[config.mk]
export PLATFORM = sky130hd
export DESIGN_NAME = ctr_ahb_master_flat
export DESIGN_NICKNAME = d
export VERILOG_FILES = /design/src/rtl/ctr_ahb_master_pkg.sv /design/src/rtl/ctr_ahb_master_if.sv /design/src/rtl/ctr_ahb_master.sv /design/src/flat_wrapper.sv
export SDC_FILE = /design/constraint.sdc
export NUM_CORES = 1
export LEC_CHECK = 0
export BUFFER_PORTS_ARGS = -buffer_cell sky130_fd_sc_hd__buf_2
export CAP_MARGIN = 30
export CORE_ASPECT_RATIO = 1.4
export CORE_MARGIN = 1
export CORE_UTILIZATION = 40
export CTS_BUF_LIST = sky130_fd_sc_hd__clkbuf_4
export DETAILED_ROUTE_END_ITERATION = 7
export PLACE_DENSITY = 0.91
export SLEW_MARGIN = 15
export SYNTH_ARGS = -nofsm -noshare
export SYNTH_HDL_FRONTEND = slang
export SYNTH_SLANG_ARGS = --single-unit
[constraint.sdc]
create_clock -name clk -period 1.7 [get_ports clk]
set_input_delay 0.425 -clock clk [delete_from_list [all_inputs] [get_ports clk]]
set_output_delay 0.425 -clock clk [all_outputs]
set_load 0.01 [all_outputs]
[src/rtl/ctr_ahb_master_pkg.sv]
// ctr_ahb_master_pkg: AHB3-lite constants, bridge FSM states and byte-enable decode.
package ctr_ahb_master_pkg;
  localparam logic [1:0] HTRANS_IDLE = 2'b00;
  localparam logic [1:0] HTRANS_NONSEQ = 2'b10;
  localparam logic [2:0] HSIZE_BYTE = 3'b000;
  localparam logic [2:0] HSIZE_HALF = 3'b001;
  localparam logic [2:0] HSIZE_WORD = 3'b010;
  typedef enum logic [2:0] {ST_IDLE, ST_ADDR, ST_DATA, ST_ERR, ST_LERR} state_t;
  typedef struct packed {
    logic valid;
    logic [2:0] hsize;
    logic [1:0] addr_lo;
  } xfer_size_t;
  // Unsupported patterns fall back to an aligned word; only writes treat them as errors.
  function automatic xfer_size_t be2size(input logic [3:0] be);
    case (be)
      4'b1111: return '{1'b1, HSIZE_WORD, 2'b00};
      4'b0011: return '{1'b1, HSIZE_HALF, 2'b00};
      4'b1100: return '{1'b1, HSIZE_HALF, 2'b10};
      4'b0001: return '{1'b1, HSIZE_BYTE, 2'b00};
      4'b0010: return '{1'b1, HSIZE_BYTE, 2'b01};
      4'b0100: return '{1'b1, HSIZE_BYTE, 2'b10};
      4'b1000: return '{1'b1, HSIZE_BYTE, 2'b11};
      default: return '{1'b0, HSIZE_WORD, 2'b00};
    endcase
  endfunction
endpackage

[src/rtl/ctr_ahb_master_if.sv]
// ctr_ahb_master_if: core-side request bus and AHB3-lite master bus interfaces.
interface ctr_bus_if #(parameter int HADDR_SIZE = 32);
  logic req;
  logic gnt;
  logic rvalid;
  logic we;
  logic [3:0] be;
  logic [HADDR_SIZE-1:0] addr;
  logic [31:0] wdata;
  logic [31:0] rdata;
  logic err;
  modport master (output req, we, be, addr, wdata, input gnt, rvalid, rdata, err);
  modport slave (input req, we, be, addr, wdata, output gnt, rvalid, rdata, err);
endinterface

interface ahb3lite_if #(parameter int HADDR_SIZE = 32, parameter int HDATA_SIZE = 32);
  logic HSEL;
  logic [HADDR_SIZE-1:0] HADDR;
  logic HWRITE;
  logic [2:0] HSIZE;
  logic [2:0] HBURST;
  logic [3:0] HPROT;
  logic [1:0] HTRANS;
  logic HMASTLOCK;
  logic [HDATA_SIZE-1:0] HWDATA;
  logic [HDATA_SIZE-1:0] HRDATA;
  logic HREADY;
  logic HRESP;
  modport master (output HSEL, HADDR, HWRITE, HSIZE, HBURST, HPROT, HTRANS, HMASTLOCK, HWDATA,
                  input HRDATA, HREADY, HRESP);
  modport slave (input HSEL, HADDR, HWRITE, HSIZE, HBURST, HPROT, HTRANS, HMASTLOCK, HWDATA,
                 output HRDATA, HREADY, HRESP);
endinterface

[src/rtl/ctr_ahb_master.sv]
// ctr_ahb_master: bridges core req/gnt/rvalid requests onto an AHB3-lite master port,
// one outstanding transfer, registered address and data phases.
module ctr_ahb_master
  import ctr_ahb_master_pkg::*;
#(
  parameter int HADDR_SIZE = 32,
  parameter int HDATA_SIZE = 32,
  parameter logic [3:0] HPROT_VAL = 4'b0011
) (
  input logic clk,
  input logic rst,
  ctr_bus_if.slave core,
  ahb3lite_if.master ahb
);
  state_t state, nxt;
  xfer_size_t sz;
  logic gnt, done, unused_lo;
  assign sz = be2size(core.be);
  assign unused_lo = ^core.addr[1:0];
  // done: the data phase (normal or second ERROR cycle) ends this cycle
  assign done = ahb.HREADY && (state == ST_DATA || state == ST_ERR);
  assign gnt = core.req && (state == ST_IDLE || done);
  assign core.gnt = gnt;
  assign core.rvalid = done || state == ST_LERR;
  assign core.err = core.rvalid && (state != ST_DATA || ahb.HRESP);
  assign core.rdata = core.rvalid ? ahb.HRDATA[HDATA_SIZE-1:0] : '0;
  assign ahb.HSEL = state == ST_ADDR;
  assign ahb.HTRANS = ahb.HSEL ? HTRANS_NONSEQ : HTRANS_IDLE;
  assign ahb.HBURST = 3'b000;
  assign ahb.HPROT = HPROT_VAL;
  assign ahb.HMASTLOCK = 1'b0;
  always_comb begin
    nxt = state;
    if (gnt) nxt = (core.we && !sz.valid) ? ST_LERR : ST_ADDR;
    else if (done || state == ST_LERR) nxt = ST_IDLE;
    else if (state == ST_ADDR) nxt = ahb.HREADY ? ST_DATA : ST_ADDR;
    else if (state == ST_DATA && ahb.HRESP) nxt = ST_ERR;
  end
  always_ff @(posedge clk) begin
    if (rst) begin
      state <= ST_IDLE;
      ahb.HADDR <= '0;
      ahb.HWRITE <= 1'b0;
      ahb.HSIZE <= HSIZE_WORD;
      ahb.HWDATA <= '0;
    end else begin
      state <= nxt;
      if (gnt) begin
        ahb.HADDR <= {core.addr[HADDR_SIZE-1:2], sz.addr_lo};
        ahb.HWRITE <= core.we;
        ahb.HSIZE <= sz.hsize;
        ahb.HWDATA <= core.wdata;
      end
    end
  end
endmodule

[src/flat_wrapper.sv]
// flat-port wrapper written by rule: the top's interface ports become plain ports
module ctr_ahb_master_flat import ctr_ahb_master_pkg::*;
#(
  parameter int HADDR_SIZE = 32,
  parameter int HDATA_SIZE = 32,
  parameter logic [3:0] HPROT_VAL = 4'b0011
)
  (clk, rst, core_req, core_we, core_be, core_addr, core_wdata, core_gnt, core_rvalid, core_rdata, core_err, ahb_HSEL, ahb_HADDR, ahb_HWRITE, ahb_HSIZE, ahb_HBURST, ahb_HPROT, ahb_HTRANS, ahb_HMASTLOCK, ahb_HWDATA, ahb_HRDATA, ahb_HREADY, ahb_HRESP);
  ctr_bus_if #(.HADDR_SIZE(HADDR_SIZE)) core_i ();
  ahb3lite_if #(.HADDR_SIZE(HADDR_SIZE), .HDATA_SIZE(HDATA_SIZE)) ahb_i ();
  input logic clk;
  input logic rst;
  input wire logic [$bits(core_i.req)-1:0] core_req;
  input wire logic [$bits(core_i.we)-1:0] core_we;
  input wire logic [$bits(core_i.be)-1:0] core_be;
  input wire logic [$bits(core_i.addr)-1:0] core_addr;
  input wire logic [$bits(core_i.wdata)-1:0] core_wdata;
  output wire logic [$bits(core_i.gnt)-1:0] core_gnt;
  output wire logic [$bits(core_i.rvalid)-1:0] core_rvalid;
  output wire logic [$bits(core_i.rdata)-1:0] core_rdata;
  output wire logic [$bits(core_i.err)-1:0] core_err;
  output wire logic [$bits(ahb_i.HSEL)-1:0] ahb_HSEL;
  output wire logic [$bits(ahb_i.HADDR)-1:0] ahb_HADDR;
  output wire logic [$bits(ahb_i.HWRITE)-1:0] ahb_HWRITE;
  output wire logic [$bits(ahb_i.HSIZE)-1:0] ahb_HSIZE;
  output wire logic [$bits(ahb_i.HBURST)-1:0] ahb_HBURST;
  output wire logic [$bits(ahb_i.HPROT)-1:0] ahb_HPROT;
  output wire logic [$bits(ahb_i.HTRANS)-1:0] ahb_HTRANS;
  output wire logic [$bits(ahb_i.HMASTLOCK)-1:0] ahb_HMASTLOCK;
  output wire logic [$bits(ahb_i.HWDATA)-1:0] ahb_HWDATA;
  input wire logic [$bits(ahb_i.HRDATA)-1:0] ahb_HRDATA;
  input wire logic [$bits(ahb_i.HREADY)-1:0] ahb_HREADY;
  input wire logic [$bits(ahb_i.HRESP)-1:0] ahb_HRESP;
  assign core_i.req = core_req;
  assign core_i.we = core_we;
  assign core_i.be = core_be;
  assign core_i.addr = core_addr;
  assign core_i.wdata = core_wdata;
  assign core_gnt = core_i.gnt;
  assign core_rvalid = core_i.rvalid;
  assign core_rdata = core_i.rdata;
  assign core_err = core_i.err;
  assign ahb_HSEL = ahb_i.HSEL;
  assign ahb_HADDR = ahb_i.HADDR;
  assign ahb_HWRITE = ahb_i.HWRITE;
  assign ahb_HSIZE = ahb_i.HSIZE;
  assign ahb_HBURST = ahb_i.HBURST;
  assign ahb_HPROT = ahb_i.HPROT;
  assign ahb_HTRANS = ahb_i.HTRANS;
  assign ahb_HMASTLOCK = ahb_i.HMASTLOCK;
  assign ahb_HWDATA = ahb_i.HWDATA;
  assign ahb_i.HRDATA = ahb_HRDATA;
  assign ahb_i.HREADY = ahb_HREADY;
  assign ahb_i.HRESP = ahb_HRESP;
  ctr_ahb_master #(.HADDR_SIZE(HADDR_SIZE), .HDATA_SIZE(HDATA_SIZE), .HPROT_VAL(HPROT_VAL)) u_core (.clk(clk), .rst(rst), .core(core_i), .ahb(ahb_i));
endmodule
Word level (Yosys, flattened, before mapping)
Index checks and enable logic that the tools add are counted.
{ "classes": {"reduce_logical": 12, "n_eq_ne": 12, "muxes": 9} }
{ "ops": {"columns": ["op", "n"], "rows": [
  ["one-hot mux 6 bit (7 select lines)", 1],
  ["2-to-1 mux 32 bit", 1],
  ["2-to-1 mux 3 bit", 5],
  ["equality test 4 bit (second input constant)", 3],
  ["equality test 4 x 2 -> 1 bit (second input constant)", 2],
  ["equality test 3 x 2 -> 1 bit (second input constant)", 2],
  ["logical AND 1 bit", 5],
  ["equality test 4 x 1 -> 1 bit (second input constant)", 1],
  ["equality test 4 x 3 -> 1 bit (second input constant)", 1],
  ["logical OR 1 bit", 4],
  ["2-to-1 mux 2 bit", 2],
  ["nonzero test 4 bit", 1],
  ["equality test 3 x 1 -> 1 bit (second input constant)", 1],
  ["equality test 3 bit (second input constant)", 1],
  ["zero test 3 bit", 1],
  ["inequality test 3 x 2 -> 1 bit (second input constant)", 1],
  ["zero test 1 bit", 1]
]} }
{ "totals": {"ff_bits": 71, "word_cells": 38, "output_inout_bits": 114} }

Longest topological paths before layout
{ "depth": {"depth_word": 6, "depth_mapped": 7, "depth_no_buf": 5} }

Worst setup path after synthesis
Ideal clock, no wire load.
{ "synth_timing": {"path_kind": "input-to-output", "start": "in ahb_HREADY", "end": "out core_rdata[10]", "slack_ps": -10, "arrival_ps": 1285, "cell_stages": 5, "path_cell_list": "nor2b_1 nand2_1 nand2_1 clkbuf_1 and2_1"} }
{ "synth_via": {"elab_chain_len": 3} }
{ "synth_lines": {"columns": ["item", "line_no", "text"], "rows": [
  ["from (decl)", "flat_wrapper.sv:32", "input wire logic [$bits(ahb_i.HREADY)-1:0] ahb_HREADY;"],
  ["logical AND 1 bit", "ctr_ahb_master.sv:21", "assign done = ahb.HREADY && (state == ST_DATA || state == ST_ERR);"],
  ["logical OR 1 bit", "ctr_ahb_master.sv:24", "assign core.rvalid = done || state == ST_LERR;"],
  ["named net core_rvalid", "flat_wrapper.sv:19", "output wire logic [$bits(core_i.rvalid)-1:0] core_rvalid;"],
  ["2-to-1 mux 32 bit", "ctr_ahb_master.sv:26", "assign core.rdata = core.rvalid ? ahb.HRDATA[HDATA_SIZE-1:0] : '0;"],
  ["to (decl)", "flat_wrapper.sv:20", "output wire logic [$bits(core_i.rdata)-1:0] core_rdata;"]
]} }
The timed path passes the listed nets, and every way through them passes these cells.

Final worst setup path
{ "layout_timing": {"start": "reg u_core.state[1]", "end": "out core_rdata[20]"} }
{ "layout_via": {"elab_chain_len": 5} }
{ "layout_lines": {"columns": ["item", "line_no", "text"], "rows": [
  ["from (decl)", "ctr_ahb_master.sv:15", "state_t state, nxt;"],
  ["from (signal assigned)", "ctr_ahb_master.sv:47", "state <= nxt;"],
  ["equality test 3 x 2 -> 1 bit", "ctr_ahb_master.sv:21", null],
  ["logical OR 1 bit", "ctr_ahb_master.sv:21", null],
  ["logical AND 1 bit", "ctr_ahb_master.sv:21", null],
  ["logical OR 1 bit *", "ctr_ahb_master.sv:24", null],
  ["2-to-1 mux 32 bit *", "ctr_ahb_master.sv:26", null]
]} }
Every way passes the cells marked *; elsewhere a longest branch is shown, timed or not.

==> flow_metrics.py <==
metrics = {
    "run_status": {
        "status": "complete, but fails checks",
        "violations": "negative setup slack",
    },
    "detailed_routing": {
        "drt-vias-per-instance": 4.66,
        "firstDrtPassIters": 4,
        "antenna_left": 0,
        "via_count": 3237,
        "drt-initial-drc-count": 87,
        "routedWlPerCell_um": 13.2,
        "routed_wl_mm": 9.13,
        "drc": 0,
    },
    "sta": {
        "fin_ws_ns": -0.212,
        "fin_crit_sh_pct": 112,
        "fin_tns_setup_ns": -7.00,
        "timing.fmax_mhz": 523,
        "maxSlewViolCount": 0,
        "rsz0062_at_grt": "yes",
        "fin_skew_ns": 0.0209,
        "hold_viol": 0,
        "min_period_ns": 1.91,
        "setup_viol": 40,
    },
    "setup_path": {
        "cp_max_fo": 8,
        "path_cells": "nor2_4, nand2_2, nand2_4, clkbuf_16, and2_4, buf_6",
        "crit_type": "reg2out",
        "worst_setup_path_start_kind": "flip-flop",
        "critical_path.top_delay_family": "simple AND/OR/NAND/NOR gates",
        "slowest_delay_ns": 0.38,
        "arrival_ns": 1.49,
        "endpoint_kind": "output pin",
        "crit_buf_inv": 2,
        "cp_slowest_cell": "dfxtp_4",
        "required_ns": 1.27,
    },
    "layout": {
        "fin_nets": 701,
        "finish.instance_area_um2": 4520,
        "final_cell_mix": "194 x buf_2, 131 x nand2_1, 67 x dfxtp_1, 54 x a21oi_1, 23 x and2_1",
        "fillers": 597,
        "drive_above_1_share_pct": 47.9,
        "final_core_utilization_pct": 65.1,
        "n_antenna_cell": 0,
        "areaGrowthSynthToFinish_pct": 57.2,
        "layout_commonest_cell": "buf_2",
        "stdcell_count": 694,
    },
    "logic_synthesis": {
        "ys_seq_area_share_pct": 48.8,
        "syn_area_um2": 2870,
        "synth_seq_cells": 70,
        "synthCells": 377,
        "yosys_warnings": 0,
        "yosysUniqueCellTypes": 30,
        "syn_avg_cell_area_um2": 7.62,
    },
    "clock_network": {
        "h-tree-depth": 3,
        "cts.clk_slew.worst_paths_ns": 0.12,
        "cts_made_buffers": 9,
        "root_buffer": "clkbuf_4",
        "numClockSinks": 70,
        "cts_tree": "built",
        "hold_buffers": 0,
        "clock_latency_ns": 0.41,
        "clk_path_buf_depth": 2,
    },
    "power": {
        "ir_drop_mv": 0.672,
        "p_leak_nw": 2.29,
        "powerDensity_nw_per_um2": 854,
    },
    "grt": {
        "grt_max_degree": 55,
        "antenna_found_initial": 0,
        "track_usage_pct": 22.4,
        "grt_pass1_wl_mm": 12.8,
        "overflow": 0,
        "grt_pass1_vias": 2851,
    },
    "worst_hold_path": {
        "min_path_type": "in2reg",
    },
    "placement": {
        "dp_hpwl_mm": 6.49,
        "placedCellCount": 661,
        "placed_area_um2": 3990,
        "io_buffer_count": 207,
        "gp_congestion": 0.831,
    },
    "job": {
        "maxCapViolations": 0,
    },
    "floorplanning": {
        "core_um2": 6940,
        "start_util_pct": 41.4,
        "die_y_um": 102,
        "design.portCount": 220,
        "dieArea_um2": 7530,
        "rows": 36,
        "die_w_um": 73.6,
    },
}
[worst min-delay path, stage by stage]
cell and delay, ns:
buf_2 0.09, nand2_1 0.04, a21oi_1 0.05
[power by group]
group / internal [mW] / switching, mW
Clock: 0.438 / 0.579
Sequential: 1.77 / 0.0660
Combinational: 0.476 / 0.530
[state kept, by name (all words and copies together), names as in the netlist]
signal             cells
u_core.ahb.HWRITE      1
u_core.ahb.HWDATA     32
u_core.ahb.HSIZE       2
u_core.state           3
u_core.ahb.HADDR      32
[kinds of logic after synthesis]
family	count (synthesis)	synth area share [%]
other cells	2	0.261
compound gates	74	13.6
simple gates	189	28.7
xor+xnor	2	0.610
flops	70	48.8
buf+inv	38	7.27
mux	2	0.740
[worst paths after layout]
check	from	to	slack, ns	cells past startpoint
worst min register to register	u_core.ahb.HADDR[0]$_SDFFE_PP0P_	u_core.ahb.HADDR[0]$_SDFFE_PP0P_	0.46	2
worst max register to register	u_core.state[1]$_SDFFE_PP0P_	u_core.state[0]$_SDFFE_PP0P_	-0.04	10
worst max-delay path	u_core.state[1]$_SDFFE_PP0P_	core_rdata[20]	-0.21	6
worst min-delay path	core_addr[11]	u_core.ahb.HADDR[11]$_SDFFE_PP0P_	0.24	3
[metal layers]
layer  wire length (µm)  track usage [%]  part of all wire, %
met4                172             12.3                  1.9
met2               4710             39.0                   52
met3                596             5.92                  6.5
met5                  0                0                    0
met1               3650             24.5                   40
[Yosys cell counts (all sizes together)]
cell type,count,area [µm²]
nand2,134,503
dfxtp,70,1400
a21oi,66,330
and2,34,213
buf,19,138
clkbuf,17,63.8
nor2,10,37.5
nor2b,3,18.8
o21ai,3,18.8
conb,2,7.51
inv,2,7.50
nand2b,2,12.5
a2111oi,1,8.76
a211o,1,8.76
a211oi,1,7.51
a31o,1,8.76
a32oi,1,8.76
and3,1,6.26
mux2,1,11.3
mux2i,1,10.0
nand3b,1,7.51
nand4,1,6.26
nor3b,1,7.51
or2,1,6.26
or4,1,7.51
xnor2,1,8.76
xor2,1,8.76
[metrics by stage]
step | power (mW) | hold slack [ns] | setup WS, ns
final | 3.86 | 0.235 | -0.212
after global routing | 4.09 | 0.196 | -0.307
after CTS | 3.82 | 0.195 | -0.298
after detailed placement | 2.72 | 0.441 | -0.0645
after global placement | 2.69 | 0.438 | -0.0160
after floorplan | 2.34 | 0.476 | 0.0766
[final cells by class]
| class | count | area [µm²] | share of cell area [%] |
|---|---|---|---|
| clock buffer | 9 | 67.6 | 1.50 |
| tap | 95 | 119 | 2.63 |
| sequential | 70 | 1410 | 31.3 |
| timing repair buffer | 235 | 1420 | 31.5 |
| clock inverter | 6 | 62.6 | 1.38 |
| multi-input combinational | 277 | 1430 | 31.5 |
| inverter | 2 | 7.51 | 0.166 |
[repair_timing]
| action | CTS | global route |
|---|---|---|
| setup buffers | 13 | 5 |
| setup endpoints to repair | 37 | 37 |
| pin swaps | 3 | 23 |
| gates resized for setup | 22 | 46 |
| gates cloned | 1 | 1 |
Power figures use the tool's default switching activity.
